===== config.mk =====
export PLATFORM = sky130hd
export DESIGN_NAME = skipper_cds_accumulator_flat
export DESIGN_NICKNAME = d
export VERILOG_FILES = /design/src/rtl/skipper_cds_accumulator_if.sv /design/src/rtl/skipper_cds_accumulator.sv /design/src/flat_wrapper.sv
export SDC_FILE = /design/constraint.sdc
export NUM_CORES = 1
export LEC_CHECK = 0
export CAP_MARGIN = 20
export CORE_ASPECT_RATIO = 1.4
export CORE_UTILIZATION = 50
export DETAILED_ROUTE_END_ITERATION = 6
export PLACE_DENSITY = 0.81
export REMOVE_ABC_BUFFERS = 1
export SYNTH_ARGS = -nofsm -noshare
export SYNTH_HDL_FRONTEND = slang
export SYNTH_SLANG_ARGS = --single-unit

===== constraint.sdc =====
create_clock -name clk -period 10.4 [get_ports clk]
set_input_delay 1.04 -clock clk [delete_from_list [all_inputs] [get_ports clk]]
set_output_delay 1.04 -clock clk [all_outputs]
set_load 0.03 [all_outputs]

===== src/rtl/skipper_cds_accumulator_if.sv =====
// Result channel of the CDS accumulator: one signed sum per pixel, tagged with its
// index in the cluster, transferred over a valid/ready handshake.
`timescale 1ns/1ps
interface skipper_cds_accumulator_if #(
  parameter int ACC_WIDTH = 32
);
  logic                        out_valid;
  logic                        out_ready;
  logic signed [ACC_WIDTH-1:0] out_sum;
  logic        [3:0]           out_pixel;
  logic                        out_sat;

  modport master (output out_valid, out_sum, out_pixel, out_sat, input out_ready);
  modport slave  (input out_valid, out_sum, out_pixel, out_sat, output out_ready);
endinterface


===== src/rtl/skipper_cds_accumulator.sv =====
// Correlated double sampling on SPROCKET phi1/phi2 strobe pairs, summing the
// signal-minus-baseline differences of skip_samples pairs into one result per pixel.
`timescale 1ns/1ps
module skipper_cds_accumulator #(
  parameter int ADC_WIDTH          = 12,
  parameter int ACC_WIDTH          = 32,
  parameter int PIXEL_CLUSTER_SIZE = 16
) (
  input  logic                 clk,
  input  logic                 reset,
  input  logic                 integration,
  input  logic [15:0]          skip_samples,
  input  logic                 phi1,
  input  logic                 phi2,
  input  logic [ADC_WIDTH-1:0] adc_data,
  input  logic                 err_clr,
  output logic                 err_order,
  output logic                 err_drop,
  skipper_cds_accumulator_if.master res
);

  typedef enum logic [1:0] {IDLE, WAIT_SIG, WAIT_BASE, OUT} state_e;

  localparam logic [ACC_WIDTH-1:0] ACC_MAX    = {1'b0, {(ACC_WIDTH-1){1'b1}}};
  localparam logic [ACC_WIDTH-1:0] ACC_MIN    = {1'b1, {(ACC_WIDTH-1){1'b0}}};
  localparam logic [3:0]           LAST_PIXEL = 4'(PIXEL_CLUSTER_SIZE - 1);

  state_e               state_q, state_d;
  logic                 phi1Prev_q, phi2Prev_q, integPrev_q;
  logic [ADC_WIDTH-1:0] base_q, base_d;
  logic [ACC_WIDTH-1:0] acc_q, acc_d;
  logic                 sat_q, sat_d;
  logic [15:0]          skipLeft_q, skipLeft_d;
  logic [3:0]           pixelIdx_q, pixelIdx_d;
  logic                 clrPending_q, clrPending_d;
  logic                 errOrder_q, errOrder_d;
  logic                 errDrop_q, errDrop_d;

  logic                    risePhi1, risePhi2, riseInteg, bothRise, accepted;
  logic                    errOrderSet, errDropSet;
  logic signed [ADC_WIDTH:0] diff;
  logic [ACC_WIDTH:0]      sumWide;
  logic                    sumOvf;
  logic [ACC_WIDTH-1:0]    sumSat;
  logic [3:0]              pixelNext;

  assign risePhi1  = phi1 & ~phi1Prev_q;
  assign risePhi2  = phi2 & ~phi2Prev_q;
  assign riseInteg = integration & ~integPrev_q;
  assign bothRise  = risePhi1 & risePhi2;
  assign accepted  = (state_q == OUT) & res.out_ready;

  // One guard bit above the accumulator exposes overflow before clamping.
  assign diff    = $signed({1'b0, adc_data}) - $signed({1'b0, base_q});
  assign sumWide = {acc_q[ACC_WIDTH-1], acc_q}
                 + {{(ACC_WIDTH-ADC_WIDTH){diff[ADC_WIDTH]}}, diff};
  assign sumOvf  = sumWide[ACC_WIDTH] ^ sumWide[ACC_WIDTH-1];
  assign sumSat  = !sumOvf ? sumWide[ACC_WIDTH-1:0]
                           : (sumWide[ACC_WIDTH] ? ACC_MIN : ACC_MAX);

  assign pixelNext = (pixelIdx_q == LAST_PIXEL) ? 4'd0 : pixelIdx_q + 4'd1;

  always_comb begin
    state_d      = state_q;
    base_d       = base_q;
    acc_d        = acc_q;
    sat_d        = sat_q;
    skipLeft_d   = skipLeft_q;
    pixelIdx_d   = pixelIdx_q;
    clrPending_d = clrPending_q;
    errOrderSet  = 1'b0;
    errDropSet   = 1'b0;

    // A new cluster aborts a partial pixel, but a finished result is still delivered.
    if (riseInteg && state_q != OUT) begin
      state_d    = IDLE;
      pixelIdx_d = 4'd0;
    end else begin
      unique case (state_q)
        IDLE: begin
          if (bothRise || risePhi2) begin
            errOrderSet = 1'b1;
          end else if (risePhi1) begin
            base_d     = adc_data;
            skipLeft_d = (skip_samples == 16'd0) ? 16'd1 : skip_samples;
            acc_d      = '0;
            sat_d      = 1'b0;
            state_d    = WAIT_SIG;
          end
        end
        WAIT_SIG: begin
          if (bothRise) begin
            errOrderSet = 1'b1;
          end else if (risePhi2) begin
            acc_d = sumSat;
            sat_d = sat_q | sumOvf;
            if (skipLeft_q == 16'd1) begin
              state_d = OUT;
            end else begin
              skipLeft_d = skipLeft_q - 16'd1;
              state_d    = WAIT_BASE;
            end
          end else if (risePhi1) begin
            errOrderSet = 1'b1;
            base_d      = adc_data;
          end
        end
        WAIT_BASE: begin
          if (bothRise || risePhi2) begin
            errOrderSet = 1'b1;
          end else if (risePhi1) begin
            base_d  = adc_data;
            state_d = WAIT_SIG;
          end
        end
        OUT: begin
          errDropSet = risePhi1 | risePhi2;
          if (riseInteg) clrPending_d = 1'b1;
          if (accepted) begin
            state_d      = IDLE;
            pixelIdx_d   = (clrPending_q | riseInteg) ? 4'd0 : pixelNext;
            clrPending_d = 1'b0;
          end
        end
        default: state_d = IDLE;
      endcase
    end

    errOrder_d = errOrderSet | (errOrder_q & ~err_clr);
    errDrop_d  = errDropSet  | (errDrop_q  & ~err_clr);
  end

  always_ff @(posedge clk or posedge reset) begin
    if (reset) begin
      state_q      <= IDLE;
      phi1Prev_q   <= 1'b0;
      phi2Prev_q   <= 1'b0;
      integPrev_q  <= 1'b0;
      base_q       <= '0;
      acc_q        <= '0;
      sat_q        <= 1'b0;
      skipLeft_q   <= '0;
      pixelIdx_q   <= '0;
      clrPending_q <= 1'b0;
      errOrder_q   <= 1'b0;
      errDrop_q    <= 1'b0;
    end else begin
      state_q      <= state_d;
      phi1Prev_q   <= phi1;
      phi2Prev_q   <= phi2;
      integPrev_q  <= integration;
      base_q       <= base_d;
      acc_q        <= acc_d;
      sat_q        <= sat_d;
      skipLeft_q   <= skipLeft_d;
      pixelIdx_q   <= pixelIdx_d;
      clrPending_q <= clrPending_d;
      errOrder_q   <= errOrder_d;
      errDrop_q    <= errDrop_d;
    end
  end

  assign res.out_valid = (state_q == OUT);
  assign res.out_sum   = acc_q;
  assign res.out_pixel = pixelIdx_q;
  assign res.out_sat   = sat_q;
  assign err_order     = errOrder_q;
  assign err_drop      = errDrop_q;

endmodule


===== src/flat_wrapper.sv =====
// flat-port wrapper written by rule: the top's interface ports become plain ports
module skipper_cds_accumulator_flat 
#(
  parameter int ADC_WIDTH          = 12,
  parameter int ACC_WIDTH          = 32,
  parameter int PIXEL_CLUSTER_SIZE = 16
)
  (clk, reset, integration, skip_samples, phi1, phi2, adc_data, err_clr, err_order, err_drop, res_out_valid, res_out_sum, res_out_pixel, res_out_sat, res_out_ready);
  skipper_cds_accumulator_if #(.ACC_WIDTH(ACC_WIDTH)) res_i ();
  input  logic clk;
  input  logic reset;
  input  logic integration;
  input  logic [15:0] skip_samples;
  input  logic phi1;
  input  logic phi2;
  input  logic [ADC_WIDTH-1:0] adc_data;
  input  logic err_clr;
  output logic err_order;
  output logic err_drop;
  output wire logic [$bits(res_i.out_valid)-1:0] res_out_valid;
  output wire logic [$bits(res_i.out_sum)-1:0] res_out_sum;
  output wire logic [$bits(res_i.out_pixel)-1:0] res_out_pixel;
  output wire logic [$bits(res_i.out_sat)-1:0] res_out_sat;
  input wire logic [$bits(res_i.out_ready)-1:0] res_out_ready;
  assign res_out_valid = res_i.out_valid;
  assign res_out_sum = res_i.out_sum;
  assign res_out_pixel = res_i.out_pixel;
  assign res_out_sat = res_i.out_sat;
  assign res_i.out_ready = res_out_ready;
  skipper_cds_accumulator #(.ADC_WIDTH(ADC_WIDTH), .ACC_WIDTH(ACC_WIDTH), .PIXEL_CLUSTER_SIZE(PIXEL_CLUSTER_SIZE)) u_core (.clk(clk), .reset(reset), .integration(integration), .skip_samples(skip_samples), .phi1(phi1), .phi2(phi2), .adc_data(adc_data), .err_clr(err_clr), .err_order(err_order), .err_drop(err_drop), .res(res_i));
endmodule

==> results of run 1 <==
[cell families after synthesis]
kind of cell | count (synthesis) | share of synthesized area, %
compound gates | 217 | 25.55
xor+xnor | 33 | 5.368
fa+ha+maj | 51 | 11.82
buf+inv | 55 | 4.371
flops | 73 | 33.07
mux | 10 | 2.039
simple gates | 221 | 17.78
[layout make-up]
class / count / area, µm² / share of cell area [%]
repair buffers: 81 / 804.5 / 11.92
clock buffers: 9 / 225.2 / 3.336
well taps: 141 / 176.4 / 2.613
inverters: 34 / 127.6 / 1.890
multi-input cells: 532 / 3466 / 51.33
flip-flops and latches: 73 / 1827 / 27.06
clock inverters: 7 / 125.1 / 1.853
[worst min path at each step]
| stage | to | cells past startpoint | slack, ns | from |
|---|---|---|---|---|
| floorplan | u_core.base_q[0]$_DFFE_PP0P_ | 2 | 0.45 | u_core.base_q[0]$_DFFE_PP0P_ |
| global placement | u_core.base_q[0]$_DFFE_PP0P_ | 2 | 0.47 | u_core.base_q[0]$_DFFE_PP0P_ |
| detailed placement | u_core.err_order$_DFF_PP0_ | 1 | 0.49 | u_core.err_order$_DFF_PP0_ |
| CTS | u_core.err_order$_DFF_PP0_ | 1 | 0.51 | u_core.err_order$_DFF_PP0_ |
| global route | u_core.err_order$_DFF_PP0_ | 1 | 0.52 | u_core.err_order$_DFF_PP0_ |
| finish | u_core.err_order$_DFF_PP0_ | 1 | 0.50 | u_core.err_order$_DFF_PP0_ |
[Yosys cell counts (6+ instances only)]
library cell,count,share of area (%)
a21oi_1,59,5.3
ha_1,49,11
dfrtp_1,73,33
nor2b_1,9,1.0
xnor2_1,22,3.5
nand3_1,10,0.91
nor4_1,6,0.68
xor2_1,10,1.6
nor2_1,78,5.3
clkbuf_1,14,0.95
nand2_1,72,4.9
inv_1,34,2.3
o21ai_2,29,4.6
a31oi_1,8,0.91
a211oi_1,6,0.82
o21ai_0,57,5.2
o21bai_1,6,0.82
a21o_1,13,1.8
mux2_2,10,2.0
nor3_1,11,1.0
and3_1,6,0.68
nand2b_1,15,1.7
[sequential cells by signal (all words and copies together) (netlist names)]
register,flops
u_core.res.out_sum,32
u_core.skipLeft_q,16
u_core.base_q,12
u_core.res.out_pixel,4
u_core.state_q,2
u_core.clrPending_q,1
u_core.err_drop,1
u_core.err_order,1
u_core.integPrev_q,1
u_core.phi1Prev_q,1
u_core.phi2Prev_q,1
u_core.res.out_sat,1
[worst register-to-register path, delay by kind of cell (launching register included)]
kind	cells	cell delay (ns)
AO/OA/AOI/OAI	13	2.38
flip-flops	1	0.39
buffers and inverters	2	0.63
adder cells (fa/ha/maj)	3	0.99
AND/OR/NAND/NOR	6	1.18
XOR/XNOR	1	0.42
[power groups by stage]
stage / Combinational [µW] / Sequential [µW] / Clock [µW]
CTS: 1700 / 499 / 370
global route: 1910 / 517 / 385
global placement: 1640 / 496 / 0
floorplan: 1170 / 595 / 0
finish: 1710 / 500 / 366
detailed placement: 1690 / 503 / 0
[metal layers]
layer  global-route usage [%]  vias to the layer above
met3                    4.257                       23
met1                    25.19                     2371
li1                         -                     2483
met4                    8.590                        0
met2                    43.27                      116
met5                        0                        -
[through the flow]
step                      power, µW  cells  setup slack, ns
after global routing           2809    877            2.893
after detailed placement       2194    859            2.495
after CTS                      2572    875            2.610
final                          2580    877            3.534
after floorplan                1769    639            3.091
after global placement         2140    859            2.669
==> summary.md, run 1 <==
| Metric | Value |
|---|---|
| Yosys cell types | 53 |
| Final WL | 12640 µm |
| Die Wd | 90.84 µm |
| Crit path buf inv count | 4 |
| Detail Placement HPWL | 9447 µm |
| Gr ovfl total | 0 |
| Worst Path Required | 10.67 ns |
| Wire length on met2 | 6849 µm |
| 1st-iter DRT viols | 191 |
| Inserted Clock Buffers | 9 |
| Synth warn | 0 |
| Seq/Total Area, Yosys | 33.07% |
| Met3 wire length | 507 µm |
| Vias per cell | 5.693 |
| Total track usage | 22.90% |
| Worst skew pair latency | 0.34 ns |
| Crit. End Element | flop |
| Top layer in use | met4 |
| Max Root-Sink Buffers | 2 |
| Setup_tns | 0 ns |
| Initial Utilization | 51.10% |
| Levels on crit path | 27 |
| Combinational Power Share | 66.5% |
| N_diodes | 0 |
| RR Startpoint | u_core.base_q[0]$_DFFE_PP0P_ |
| Worst path slowest cell | clkdlybuf4s50_1 |
| Setup bufs post-CTS | 0 |
| Worst R2R End | u_core.res.out_sum[24]$_DFFE_PP0P_ |
| CP Launch Type | primary input |
| Final hold viol count | 0 |
| Port Buffer Count | 74 |
| Initial antenna violation count | 0 |
| Commonest non-fill, non-tap cell in the layout | nor2_1 |
| Worst Setup Path Type | in2reg |
| Post-CTS Resized | 0 |
| Most used cell, CP | o21ai_0 |
| Fin area | 6751 µm² |
| Residual DRC | 0 |
| Via count | 4993 |
| Nets | 817 |
| Crit path to | u_core.res.out_sum[24]$_DFFE_PP0P_ |
| Maximum VDD drop | 182.5 µV |
| Hold buffer count at cts | 0 |
| #FFs+latches synth | 73 |
| Power Internal | 1326 µW |
| Critical Path Source | adc_data[0] |
| Most frequent cells in the layout | 78 x nor2_1, 74 x clkdlybuf4s50_1, 73 x dfrtp_1, 72 x nand2_1, 59 x a21oi_1 |
| Pwr/cell area | 382.2 nW/µm² |
| Final min period | 6.866 ns |
| Worst Hold Class | reg2reg |
| Largest net degree at the start of global routing | 74 |
| Final setup viols | 0 |
| DR pass1 iterations | 6 |
| Worst EP arrival | 7.14 ns |
| Leak pwr | 0.003076 µW |
| Syn Area/Cell | 8.370 µm² |
| Synth Cell Area | 5524 µm² |
| Final Core Density | 62.45% |
| Fin crit share | 66.02% |
| Hold Slack | 0.4989 ns |
| Clock-pin slew on the worst setup and hold paths | 0.06 ns |
| EDFF count, synth | 0 |
| Remaining antenna violation count after routing | 0 |
| Final max-slew violation count | 0 |
| P_sw | 1255 µW |
| Switching Fraction | 48.62% |
| Die area | 11480 µm² |
| Clock power frac | 14.2% |
| Slew HR | 37.67% |
| RSZ-0062 raised after global routing | false |
| Top FF cell, synth | dfrtp_1 |
| Vias in the first global route | 4826 |
| Cell count after synthesis | 660 |
| Root buf cell | clkbuf_16 |
| F_max | 145.6 MHz |
| Routability cong. | 0.9116 |
| FP Rows | 45 |
| Run status | complete, no violations |
| Fillcell total | 913 |
| Worst reg-to-reg path cell count | 25 |
| I/O pin count | 75 |
| Seq pwr share | 19.4% |
| Final Skew | 0.007182 ns |
| Core Footprint | 10810 µm² |
| Synth-to-Final Area Change | 22.22% |
| Die Y | 126.4 µm |
| First-pass GRT wire length | 21470 µm |
| R2R setup slack | 4.35 ns |
| Max-Cap Viols | 0 |
| Sink Count | 73 |
| Share of layout cells above drive strength 1 | 10.73% |
| Slew at the pin closest to its max-slew limit | 0.9314 ns |
| Critical path's top delay family | compound AO/OA/AOI/OAI gates |
| Post-synth ARST share | 100.0% |
| CP Max Fanout | 23 |
| Highest cell delay on the worst timing path | 0.45 ns |
| Metal1 wirelength | 5032 µm |
| Area after DPL | 6375 µm² |
| Drt wl/cell | 14.41 µm |
| CTS tree | yes |
| CTS H-Tree Depth | 3 |
Power figures use the tool's default switching activity.
==> inputs of run 2 (changes only) <==
Clock period 10.4 ns to 6.7 ns, I/O delays scaled along.
==> run 2 against run 1 <==
Global-route usage up 0.33 points. Worst hold slack better by 0.0034 ns. Register-to-register slack got worse by 3.3 ns. Power increased by 53%. Count of clock-buffer cells in the layout rose by 1. Combinational power grew 57%. Clock skew is 0.0014 ns higher. Sequential power increased by 55%. Routed wire length up 1.7%. Setup slack got worse by 3.0 ns. Cell area decreased by 0.41%. Critical endpoint is now u_core.res.out_sum[23]$_DFFE_PP0P_.
==> summary.md, run 2 (same netlist as run 1, synthesis figures left out) <==
| Metric | Value |
|---|---|
| Run status | complete, no violations |
| CTS H-Tree Depth | 3 (unchanged) |
| Worst reg-to-reg path cell count | 24 (-4.0%) |
| Root buf cell | clkbuf_16 |
| Vias per cell | 5.658 (-0.61%) |
| Detail Placement HPWL | 9615 µm (+1.8%) |
| Final setup viols | 0 (unchanged) |
| Nets | 818 (+0.12%) |
| Hold Slack | 0.5022 ns (+0.003352 ns) |
| Final WL | 12860 µm (+1.7%) |
| Crit. End Element | flop |
| Hold depth | 2 (+1) |
| Slew at the pin closest to its max-slew limit | 0.9527 ns (+0.02123 ns) |
| Hold Path Origin | u_core.base_q[0]$_DFFE_PP0P_ |
| Worst EP arrival | 6.35 ns (-0.79 ns) |
| Largest net degree at the start of global routing | 74 (unchanged) |
| Seq pwr share | 19.6% (+0.2 points) |
| N_diodes | 0 (unchanged) |
| DR pass1 iterations | 4 (-2) |
| Switching Fraction | 49.31% (+0.70 points) |
| Power Internal | 2005 µW (+51%) |
| Routability cong. | 0.8664 (-5.0%) |
| CP Launch Type | primary input |
| Most used cell, CP | o21ai_0 |
| FP Rows | 45 (unchanged) |
| Highest cell delay on the worst timing path | 0.45 ns (about the same) |
| Final max-slew violation count | 0 (unchanged) |
| Placed cells | 862 (+0.35%) |
| Final Core Density | 62.20% (-0.25 points) |
| Vias in the first global route | 4978 (+3.1%) |
| Combinational Power Share | 68.0% (+1.5 points) |
| Final Skew | 0.008576 ns (+0.001395 ns) |
| I/O pin count | 75 (unchanged) |
| Hold EP | u_core.base_q[0]$_DFFE_PP0P_ |
| Initial Utilization | 51.10% (unchanged) |
| RSZ-0062 raised after global routing | false |
| Synth-to-Final Area Change | 21.72% |
| Core Footprint | 10810 µm² (unchanged) |
| Worst path slowest cell | clkdlybuf4s50_1 |
| First-pass GRT wire length | 21740 µm (+1.3%) |
| CTS tree | yes |
| Clock-pin slew on the worst setup and hold paths | 0.06 ns (about the same) |
| Port Buffer Count | 74 (unchanged) |
| Sink Count | 73 (unchanged) |
| Worst skew pair latency | 0.35 ns (about the same) |
| R2R setup slack | 1.02 ns (-3.33 ns) |
| Die Y | 126.4 µm (unchanged) |
| Final min period | 6.120 ns |
| Clock power frac | 12.5% (-1.7 points) |
| Via count | 4968 (-0.50%) |
| Inserted Clock Buffers | 9 (unchanged) |
| Crit path buf inv count | 3 (-1) |
| Worst Setup Path Type | in2reg |
| Worst Hold Class | reg2reg |
| Worst Path Required | 6.93 ns (-3.74 ns) |
| P_sw | 1951 µW (+56%) |
| Die area | 11480 µm² (unchanged) |
| Fillcell total | 949 (+3.9%) |
| Share of layout cells above drive strength 1 | 10.85% (+0.12 points) |
| Final hold viol count | 0 (unchanged) |
| Layout Cells excl Fill | 878 (+0.11%) |
| 1st-iter DRT viols | 212 (+11%) |
| Tot Pwr | 3956 µW (+53%) |
| Slew HR | 36.49% (-1.2 points) |
| Residual DRC | 0 (unchanged) |
| Worst R2R End | u_core.res.out_sum[23]$_DFFE_PP0P_ |
| Die Wd | 90.84 µm (unchanged) |
| Most frequent cells in the layout | 78 x nor2_1, 74 x clkdlybuf4s50_1, 73 x dfrtp_1, 72 x nand2_1, 59 x a21oi_1 |
| Leak pwr | 0.003054 µW (-0.71%) |
| Number of flip-flops under the largest register name | 32 (unchanged) |
| Remaining antenna violation count after routing | 0 (unchanged) |
| Max-Cap Viols | 0 (unchanged) |
| Initial antenna violation count | 0 (unchanged) |
| Gr ovfl total | 0 (unchanged) |
| Drt wl/cell | 14.64 µm (+1.6%) |
| Commonest non-fill, non-tap cell in the layout | nor2_1 |
| CP Max Fanout | 17 (-26%) |
| Critical path's top delay family | compound AO/OA/AOI/OAI gates |
| F_max | 163.4 MHz |
| Pwr/cell area | 588.4 nW/µm² (+54%) |
| RR Startpoint | u_core.base_q[2]$_DFFE_PP0P_ |
| Max Root-Sink Buffers | 2 (unchanged) |
| Total track usage | 23.24% (+0.33 points) |
| Hold buffer count at cts | 0 (unchanged) |
| Fin crit share | 91.34% |
| Maximum VDD drop | 265.4 µV (+45%) |
==> run 2: changes by cell type in the layout (fill, tap and decap cells not counted), sizes merged <==
cell,previous run,this run
inv,36,35
clkinv,2,1
clkbuf,9,10
clkinvlp,0,3
buf,7,8
bufinv,3,1
==> run 2: cell type report <==
type / count / area [µm²] / share of cell area (%)
repair buffers: 82 / 813.3 / 12.10
clock buffers: 10 / 239.0 / 3.554
multi-input cells: 532 / 3475 / 51.67
flip-flops and latches: 73 / 1827 / 27.17
inverters: 34 / 127.6 / 1.898
well taps: 141 / 176.4 / 2.624
clock inverters: 6 / 66.31 / 0.9862
==> run 2: timing repair <==
item                       CTS  global route
gates resized for setup      0             1
setup endpoints to repair    0            31
setup buffers                0             0
==> run 2: metal layers <==
layer	up-vias	share of wire, %	track usage [%]
li1	2473	-	-
met1	2354	40	25.08
met2	117	54	43.76
met3	24	4.1	4.976
met4	0	1.9	9.150
met5	-	0	0
==> run 2: worst register-to-register path: stages (launching register included) <==
cell      delay (ns)
dfrtp_1         0.34
inv_1           0.05
ha_1            0.30
nor2b_1         0.14
o21ai_0         0.23
a21boi_0        0.15
o21ai_0         0.21
a21boi_0        0.13
o21ai_0         0.21
a21boi_0        0.15
o21ai_0         0.18
nand2b_1        0.14
a31oi_4         0.57
ha_1            0.42
a21oi_1         0.22
o21ai_0         0.19
or3_1           0.33
or3_1           0.36
nand3_1         0.11
a31oi_1         0.16
nor3b_1         0.34
nand2b_1        0.10
nand4_1         0.18
buf_4           0.27
o21ai_2         0.10
==> run 2: per-stage QoR <==
step | setup WS [ns] | area (µm²) | setup TNS, ns
finish | 0.5802 | 6724 | 0
global placement | 0.3292 | 6410 | 0
detailed placement | 0.06183 | 6410 | 0
global route | 0.1211 | 6724 | 0
CTS | 0.3500 | 6715 | 0
floorplan | -0.2391 | 5410 | -7.323
==> run 2: how the worst max path moves through the flow <==
| stage | from | endpoint | cells after the start |
|---|---|---|---|
| 5_1_grt | adc_data[0] | u_core.res.out_sum[25]$_DFFE_PP0P_ | 26 |
| 3_3_place_gp | adc_data[0] | u_core.res.out_sum[20]$_DFFE_PP0P_ | 26 |
| 6_report | adc_data[0] | u_core.res.out_sum[23]$_DFFE_PP0P_ | 26 |
| 3_5_place_dp | adc_data[0] | u_core.res.out_sum[23]$_DFFE_PP0P_ | 26 |
| 4_1_cts | adc_data[0] | u_core.res.out_sum[25]$_DFFE_PP0P_ | 26 |
| 2_1_floorplan | adc_data[0] | u_core.res.out_sum[0]$_DFFE_PP0P_ | 24 |
==> run 2: power groups by stage <==
stage,Sequential (µW),Combinational [µW],Clock (µW)
detailed placement,780,2670,0
global route,799,2970,525
floorplan,923,1820,0
finish,774,2690,494
CTS,773,2690,506
global placement,769,2580,0
==> inputs of run 3 (changes only) <==
Settings changed: CAP_MARGIN 20 to not set, CORE_MARGIN set to 4.
==> run 3 against run 2 <==
Die area up 12%. Utilization is 0.17 points lower. Fmax up 1.1%. Routed wire length shrank 0.82%. Clock power down 3%. Register-to-register slack improved by 0.10 ns. Worst hold slack worse by 0.012 ns. Count of clock-buffer cells in the layout is the same. Cell count fell by 0.11%. Critical path depth stayed put. Sequential power hardly changed. Critical path type unchanged. Largest cell class unchanged.
==> summary.md, run 3 (same netlist as run 1, synthesis figures left out) <==
| Metric | Value |
|---|---|
| Run status | complete, no violations |
| Critical path's top delay family | compound AO/OA/AOI/OAI gates |
| Fin crit share | 90.37% (-0.97 points) |
| Maximum VDD drop | 218.8 µV (-18%) |
| Final Skew | 0.008788 ns (+0.0002113 ns) |
| CTS tree | yes |
| Pwr/cell area | 586.6 nW/µm² (-0.30%) |
| Worst Path Required | 6.91 ns (-0.02 ns) |
| Worst Hold Class | reg2reg |
| Drt wl/cell | 14.54 µm (-0.71%) |
| Worst EP arrival | 6.27 ns (-0.08 ns) |
| Die Wd | 96.84 µm (+6.6%) |
| FP Rows | 45 (unchanged) |
| Gr ovfl total | 0 (unchanged) |
| Worst Setup Path Type | in2reg |
| Final max-slew violation count | 0 (unchanged) |
| Largest net degree at the start of global routing | 74 (unchanged) |
| Sink Count | 73 (unchanged) |
| Initial antenna violation count | 0 (unchanged) |
| Nets | 818 (unchanged) |
| Detail Placement HPWL | 9616 µm (about the same) |
| Core Footprint | 10810 µm² (unchanged) |
| Commonest non-fill, non-tap cell in the layout | nor2_1 |
| DR pass1 iterations | 5 (+1) |
| Worst skew pair latency | 0.34 ns (about the same) |
| Die Y | 132.4 µm (+4.7%) |
| Switching Fraction | 49.13% (-0.18 points) |
| P_sw | 1933 µW (-0.94%) |
| Highest cell delay on the worst timing path | 0.45 ns (about the same) |
| Clock power frac | 12.2% (-0.3 points) |
| Total track usage | 20.38% (-2.9 points) |
| Vias per cell | 5.715 (+1.0%) |
| Most frequent cells in the layout | 78 x nor2_1, 74 x clkdlybuf4s50_1, 73 x dfrtp_1, 72 x nand2_1, 59 x a21oi_1 |
| Most used cell, CP | o21ai_0 |
| Max-Cap Viols | 0 (unchanged) |
| Slew at the pin closest to its max-slew limit | 0.9386 ns (-0.01407 ns) |
| Leak pwr | 0.003052 µW (about the same) |
| Remaining antenna violation count after routing | 0 (unchanged) |
| Max Root-Sink Buffers | 2 (unchanged) |
| F_max | 165.2 MHz (+1.1%) |
| First-pass GRT wire length | 22160 µm (+1.9%) |
| Final setup viols | 0 (unchanged) |
| Layout Cells excl Fill | 877 (-0.11%) |
| Number of flip-flops under the largest register name | 32 (unchanged) |
| Pre-CTS WS | 0.2072 ns (+0.1454 ns) |
| Final min period | 6.055 ns (-0.06510 ns) |
| Setup bufs post-CTS | 0 (unchanged) |
| Share of layout cells above drive strength 1 | 10.73% (-0.12 points) |
| Vias in the first global route | 5083 (+2.1%) |
| Final Core Density | 62.03% (-0.17 points) |
| Final WL | 12750 µm (-0.82%) |
| Hold buffer count at cts | 0 (unchanged) |
| N_diodes | 0 (unchanged) |
| Die area | 12820 µm² (+12%) |
| Inserted Clock Buffers | 9 (unchanged) |
| Initial Utilization | 51.10% (unchanged) |
| Crit. End Element | flop |
| Final hold viol count | 0 (unchanged) |
| Seq pwr share | 19.6% (about the same) |
| 1st-iter DRT viols | 233 (+9.9%) |
| Clock-pin slew on the worst setup and hold paths | 0.06 ns (about the same) |
| CP Max Fanout | 13 (-4) |
| CTS H-Tree Depth | 3 (unchanged) |
| Hold Slack | 0.4902 ns (-0.01201 ns) |
| Placed cells | 862 (unchanged) |
| Worst path slowest cell | clkdlybuf4s50_1 |
| Synth-to-Final Area Change | 21.38% |
| I/O pin count | 75 (unchanged) |
| Root buf cell | clkbuf_16 |
| RSZ-0062 raised after global routing | false |
| Tot Pwr | 3933 µW (-0.58%) |
| Via count | 5012 (+0.89%) |
| Residual DRC | 0 (unchanged) |
| Crit path buf inv count | 3 (unchanged) |
| Power Internal | 2001 µW (-0.23%) |
| Routability cong. | 0.8740 (+0.88%) |
| Port Buffer Count | 74 (unchanged) |
| Slew HR | 37.43% (+0.94 points) |
| R2R setup slack | 1.12 ns (+0.10 ns) |
| Combinational Power Share | 68.2% (+0.2 points) |
| CP Launch Type | primary input |
| Final WS setup | 0.6453 ns (+0.06510 ns) |
-- run 3: power by group through the flow --
stage	combinational, µW	sequential (µW)	clock, µW
after floorplan	1820	923	0
after global placement	2560	769	0
after detailed placement	2650	778	0
after CTS	2670	773	493
after global routing	2970	800	509
final	2680	771	480
-- run 3: worst paths after layout --
check                      depth (start not counted)                                  to                          from
setup / recovery                                  26  u_core.res.out_sum[20]$_DFFE_PP0P_                   adc_data[0]
hold / removal                                     2        u_core.base_q[0]$_DFFE_PP0P_  u_core.base_q[0]$_DFFE_PP0P_
setup reg to reg                                  24  u_core.res.out_sum[20]$_DFFE_PP0P_  u_core.base_q[0]$_DFFE_PP0P_
hold reg to reg                                    2        u_core.base_q[0]$_DFFE_PP0P_  u_core.base_q[0]$_DFFE_PP0P_
max in group asynchronous                          3  u_core.res.out_sum[24]$_DFFE_PP0P_                         reset
min in group asynchronous                          3   u_core.skipLeft_q[10]$_DFFE_PP0P_                         reset
-- run 3: worst reg2reg max path, delay by kind of cell, from the launching register on --
| kind | cells | cell delay [ns] |
|---|---|---|
| AO/OA/AOI/OAI | 12 | 2.06 |
| adder cells (fa/ha/maj) | 3 | 1.06 |
| buffers and inverters | 1 | 0.27 |
| flip-flops | 1 | 0.38 |
| AND/OR/NAND/NOR | 8 | 1.68 |
-- run 3: per-layer routing --
layer	share of wire, %	track usage (%)
met1	40	22.45
met2	54	37.48
met3	4.8	4.447
met4	1.9	8.431
met5	0	0
-- run 3: layout make-up --
| class | count | area (µm²) |
|---|---|---|
| tap | 141 | 176.4 |
| clock buffer | 10 | 239.0 |
| inverter | 34 | 127.6 |
| multi-input combinational | 532 | 3475 |
| timing repair buffer | 82 | 804.5 |
| fill | 942 | 4105 |
| clock inverter | 5 | 56.30 |
| sequential | 73 | 1827 |
-- run 3: what timing repair did --
| action | in CTS | in global routing |
|---|---|---|
| setup endpoints to repair | 0 | 31 |
| endpoints found under the hold margin | 0 | 0 |
| gates resized for setup | 0 | 2 |
-- run 3: through the flow --
stage               setup TNS [ns]  area [µm²]
detailed placement               0        6397
global placement                 0        6397
CTS                              0        6693
floorplan                   -7.323        5410
finish                           0        6705
global route                     0        6705
